### src/rtl/hb_duty_sched_if.sv
// Duty command handshake between the control processor and the scheduler.
// A command transfers on a clock edge where req_valid and req_ready are both
// high; req_duty must be stable while req_valid is high.
interface hb_duty_sched_if #(
    parameter int DW = 10
);
    logic [DW-1:0] req_duty;
    logic          req_valid;
    logic          req_ready;

    modport master (output req_duty, output req_valid, input req_ready);
    modport slave  (input req_duty, input req_valid, output req_ready);
endinterface

### src/rtl/hb_duty_sched.sv
// Half-bridge duty scheduler: accepts duty commands, slew-limits them at PWM
// period ticks, forces zero duty on faults and gates the PWM outputs.
module hb_duty_sched #(
    parameter int DW   = 10,
    parameter int DMAX = 570,
    parameter int STEP = 8
) (
    input  logic          clk,
    input  logic          rst,
    input  logic          en,
    input  logic          tick,
    hb_duty_sched_if.slave req,
    input  logic          fault,
    input  logic          fault_clr,
    output logic [DW-1:0] d_inv,
    output logic          run,
    output logic          fault_lat,
    output logic          busy,
    output logic [1:0]    state_dbg
);

    typedef enum logic [1:0] {
        S_IDLE  = 2'd0,
        S_RAMP  = 2'd1,
        S_RUN   = 2'd2,
        S_FAULT = 2'd3
    } state_t;

    localparam logic [DW-1:0] DMAX_W = DW'(DMAX);
    localparam logic [DW-1:0] STEP_W = DW'(STEP);

    state_t        state;
    state_t        state_nx;
    logic [DW-1:0] cmd;
    logic [DW-1:0] tgt;
    logic [DW-1:0] d_step;
    logic [DW-1:0] d_nx;
    logic          accept;

    assign accept = req.req_valid && req.req_ready;
    // Disabling the inverter retargets to zero immediately; cmd is kept.
    assign tgt    = en ? cmd : '0;

    // One slew-limited step of d_inv toward tgt; lands exactly on tgt when close.
    // Moving down by STEP only happens when d_inv - tgt > STEP, so no wrap.
    always_comb begin
        d_step = d_inv;
        if (tgt > d_inv) begin
            if ((tgt - d_inv) <= STEP_W) d_step = tgt;
            else                         d_step = d_inv + STEP_W;
        end else if (tgt < d_inv) begin
            if ((d_inv - tgt) <= STEP_W) d_step = tgt;
            else                         d_step = d_inv - STEP_W;
        end
    end

    // Next state and next duty; fault overrides everything, including ticks.
    always_comb begin
        state_nx = state;
        d_nx     = d_inv;
        if (fault) begin
            state_nx = S_FAULT;
            d_nx     = '0;
        end else begin
            case (state)
                S_IDLE: begin
                    d_nx = '0;
                    if (en) state_nx = S_RAMP;
                end
                S_RAMP: begin
                    if (tick) d_nx = d_step;
                    if (d_inv == tgt && en)         state_nx = S_RUN;
                    else if (d_inv == '0 && !en)    state_nx = S_IDLE;
                end
                S_RUN: begin
                    if (tick) d_nx = d_step;
                    if (tgt != d_inv || !en) state_nx = S_RAMP;
                end
                S_FAULT: begin
                    d_nx = '0;
                    if (fault_clr) state_nx = S_IDLE;
                end
                default: begin
                    state_nx = S_IDLE;
                    d_nx     = '0;
                end
            endcase
        end
    end

    // State and applied duty registers.
    always_ff @(posedge clk or posedge rst) begin
        if (rst) begin
            state <= S_IDLE;
            d_inv <= '0;
        end else begin
            state <= state_nx;
            d_inv <= d_nx;
        end
    end

    // Command register: cleared by faults, loaded (clamped) on accept.
    // A same-cycle tick reads the old cmd, so a new command waits a period.
    always_ff @(posedge clk or posedge rst) begin
        if (rst) begin
            cmd <= '0;
        end else if (fault) begin
            cmd <= '0;
        end else if (accept) begin
            cmd <= (req.req_duty > DMAX_W) ? DMAX_W : req.req_duty;
        end
    end

    assign run           = (state == S_RAMP) || (state == S_RUN);
    assign fault_lat     = (state == S_FAULT);
    assign req.req_ready = (state != S_FAULT);
    assign busy          = run && (d_inv != tgt);
    assign state_dbg     = state;

endmodule

### src/flat_wrapper.sv
// flat-port wrapper written by rule: the top's interface ports become plain ports
module hb_duty_sched_flat 
#(
    parameter int DW   = 10,
    parameter int DMAX = 570,
    parameter int STEP = 8
)
  (clk, rst, en, tick, fault, fault_clr, d_inv, run, fault_lat, busy, state_dbg, req_req_duty, req_req_valid, req_req_ready);
  hb_duty_sched_if #(.DW(DW)) req_i ();
  input  logic clk;
  input  logic rst;
  input  logic en;
  input  logic tick;
  input  logic fault;
  input  logic fault_clr;
  output logic [DW-1:0] d_inv;
  output logic run;
  output logic fault_lat;
  output logic busy;
  output logic [1:0] state_dbg;
  input wire logic [$bits(req_i.req_duty)-1:0] req_req_duty;
  input wire logic [$bits(req_i.req_valid)-1:0] req_req_valid;
  output wire logic [$bits(req_i.req_ready)-1:0] req_req_ready;
  assign req_i.req_duty = req_req_duty;
  assign req_i.req_valid = req_req_valid;
  assign req_req_ready = req_i.req_ready;
  hb_duty_sched #(.DW(DW), .DMAX(DMAX), .STEP(STEP)) u_core (.clk(clk), .rst(rst), .en(en), .tick(tick), .req(req_i), .fault(fault), .fault_clr(fault_clr), .d_inv(d_inv), .run(run), .fault_lat(fault_lat), .busy(busy), .state_dbg(state_dbg));
endmodule
### config.mk
export PLATFORM = sky130hd
export DESIGN_NAME = hb_duty_sched_flat
export DESIGN_NICKNAME = d
export VERILOG_FILES = /design/src/rtl/hb_duty_sched_if.sv /design/src/rtl/hb_duty_sched.sv /design/src/flat_wrapper.sv
export SDC_FILE = /design/constraint.sdc
export NUM_CORES = 1
export LEC_CHECK = 0
export CAP_MARGIN = 20
export CORE_ASPECT_RATIO = 0.6
export CORE_MARGIN = 2
export CORE_UTILIZATION = 25
export CTS_CLUSTER_SIZE = 30
export DETAILED_ROUTE_END_ITERATION = 10
export PLACE_DENSITY = 0.55
export SLEW_MARGIN = 5
export SYNTH_ARGS = -nofsm -noshare
export SYNTH_HDL_FRONTEND = slang
export SYNTH_SLANG_ARGS = --single-unit
### constraint.sdc
create_clock -name clk -period 4.2 [get_ports clk]
set_input_delay 0.63 -clock clk [delete_from_list [all_inputs] [get_ports clk]]
set_output_delay 0.63 -clock clk [all_outputs]
set_load 0.005 [all_outputs]
==> results.toml <==
[place]
port_buffers = 32
dp_hpwl_um = 6755
placed_cells = 487
routabilityCongestion = 0.9512
place_area_um2 = 3045

[pwr]
p_per_area_nw_per_um2 = 911.2
p_seq_share_pct = 12.0
power_switching_mw = 1.409
p_clk_share_pct = 9.6
ir_drop_v = 0.0002701
switching_share_pct = 48.91
p_leak_nw = 1.398
p_int_mw = 1.471
finalPower_mw = 2.880
combinationalPowerShare_pct = 78.4

[synth]
synth_top_area_cell = "dfrtp_1"
synthFlopType = "dfrtp_1"
muxShareOfSynthArea_pct = 1.633
synth_top_family_by_area = "compound AO/OA/AOI/OAI gates"
yosysSeqAreaShare_pct = 22.46
ys_ff_latch = 22
yosysWarnings = 0
synthTopCellsByArea = "dfrtp_1, ha_1, a21oi_1, nand2_1, inv_1"
synth_commonest_cells = "nand2_1, a21oi_1, inv_1"
synth_xor_area_share_pct = 3.931
synth_fa_ha_area_share_pct = 10.72
synthMostInstantiatedCell = "nand2_1"
ys_types = 66
synth_area_um2 = 2451
async_flop_share_pct = 100.0
synth_edf_count = 0
avgSynthCellArea_um2 = 7.781
syn-instance-count = 315
synthSimpleGateAreaFrac_pct = 26.14
synth_nets = 353
synth_top_area_share_pct = 22.46
synth_compound_area_share_pct = 28.48

[sta]
hold_violations = 0
fin_tns_setup_ns = 0
clock_skew_ns = 0.002062
maxSlewViolCount = 0
rsz0062_at_grt = "no"
fmax_mhz = 264.9
setup_viol = 0
slew_headroom_pct = 41.11
fin_crit_ns = 3.775
worst_hold_slack_ns = 0.5442
worst_slew_pin_slew_ns = 0.8824
fin_crit_sh_pct = 89.87

[global_routing]
antenna_found_initial = 0
use_met2_pct = 21.36
grt_pass1_wl_um = 13030
grt_max_degree = 23
grt_util_met1_pct = 25.15
grt_util_all_layers_pct = 15.69
grtUsageMet3_pct = 3.220
grt_pass1_vias = 2409
busiest_layer = "met1"
grt_overflow = 0

[floorplanning]
initial_utilization_pct = 26.19
io_pins = 33
die_w_um = 131.8
dieArea_um2 = 10640
rows = 27
core-area_um2 = 9358
die_h_um = 80.70

[clocking]
cts.clk_slew.worst_paths_ns = 0.06
cts_max_level = 1
cts_tree = "done"
cts_root_buf = "clkbuf_16"
cts_buffer_depth = 2
worstSkewPairLatency_ns = 0.26
cts_sinks = 22
post-cts-setup-buffer-count = 0
cts_buffers = 3

[worst_setup_path]
crit_path_end_kind = "output port"
rr_startpoint = "u_core.d_inv[7]"
start_kind = "primary input"
crit_fanout = 12
rr_endpoint = "u_core.d_inv[9]"
rrSetupSlack_ns = 0.64
critical_path_class = "primary input to output port"
worstPathArrival_ns = 3.14
required_ns = 3.57
reg2regPathDepth = 12

[min_path]
hold_path_class = "flip-flop to flip-flop"
worst_hold_startpoint = "u_core.cmd[7]"
worstHoldPathCells = 2
hold_end = "u_core.cmd[7]"

[drt]
avgViaCountPerCell = 5.381
ant_nets = 0
wl_per_cell_um = 16.57
drt_iter0_markers = 238
drc = 0
dr.pass1.iters = 5
drt_wl_total_um = 8138
vias = 2642

[cells_and_area]
antenna_cells = 0
final_cells = 491
seq_area_um2 = 550.5
design_area_um2 = 3161
drive_gt1_share_pct = 12.19
synthToLayoutAreaGrowth_pct = 28.94
fillers = 1001
finalNetCount = 400
multiInputGateArea_um2 = 1745

[job]
drv_cap = 0

[run_status]
status = "finished clean"
-- cell type report --
cell class              count  share of cell area, %
inverters                  27                  3.207
multi-input cells         253                  55.23
clock inverters             1                 0.9501
well taps                 130                  5.146
clock buffers               3                  2.375
repair buffers             55                  15.68
flip-flops and latches     22                  17.42
-- sequential cells by signal, summed over array words and instances, names as in the netlist --
register / flops
u_core.d_inv: 10
u_core.cmd: 10
u_core.state_dbg: 2
-- worst max-delay path by stage --
| stage | startpoint | end | slack (ns) |
|---|---|---|---|
| after global routing | en | busy | 0.27 |
| after CTS | en | busy | 0.02 |
| final | en | busy | 0.43 |
| after floorplan | en | u_core.d_inv[9] | 0.51 |
| after detailed placement | en | u_core.d_inv[9] | -0.09 |
| after global placement | en | u_core.d_inv[5] | -0.08 |
-- per-layer routing --
metal  wire (um)  up-vias
li1            -     1256
met1        4225     1241
met2        3030      143
met3         865        2
met4          17        0
met5           0        -
-- kinds of logic after synthesis --
family	Yosys count
flops	22
buf+inv	40
fa+ha+maj	21
compound gates	98
xor+xnor	11
simple gates	119
mux	4
-- power groups by stage --
stage	clock [mW]	sequential, mW	combinational, mW
after global placement	0	0.347	2.19
after CTS	0.282	0.343	2.19
after detailed placement	0	0.347	2.18
final	0.277	0.345	2.26
after global routing	0.291	0.357	2.47
after floorplan	0	0.326	1.48
-- cell usage in the layout, fill, tap and decap left out, drive strengths merged, types with 3 or more instances in the layout --
cell type / instances
nand4: 7
or3: 6
nor2: 23
o21ai: 18
inv: 26
nand4b: 3
nand2: 29
a211oi: 5
o211ai: 6
mux2i: 4
clkdlybuf4s50: 31
nor4: 5
a21oi: 27
dfrtp: 22
xnor2: 10
nor3: 7
buf: 23
o31a: 3
a221oi: 3
nand3: 10
and2: 5
nand3b: 8
nand2b: 3
ha: 21
or2: 5
clkbuf: 3
a21o: 4
o21a: 3
-- metrics by stage --
step | worst slack, ns | util [%]
2_1_floorplan | 0.5060 | -
3_3_place_gp | -0.08145 | 32.54
3_5_place_dp | -0.08883 | 32.54
4_1_cts | 0.01820 | 33.67
5_1_grt | 0.2677 | 33.77
6_report | 0.4253 | 33.77
-- critical path, stage by stage --
cell and delay [ns]:
dlymetal6s2s_1 0.19, buf_4 0.21, nand2_1 0.17, inv_1 0.07, ha_1 0.29, buf_4 0.16, nand4_1 0.29, nor2_4 0.25
nand4_1 0.22, and2_1 0.23, clkdlybuf4s50_1 0.43
-- repair_timing --
| action | in CTS | in global routing |
|---|---|---|
| setup endpoints to repair | 0 | 11 |
| gates resized for setup | 0 | 3 |
| hold buffers | 0 | 0 |
No activity file was read; power rests on OpenSTA's default activity.
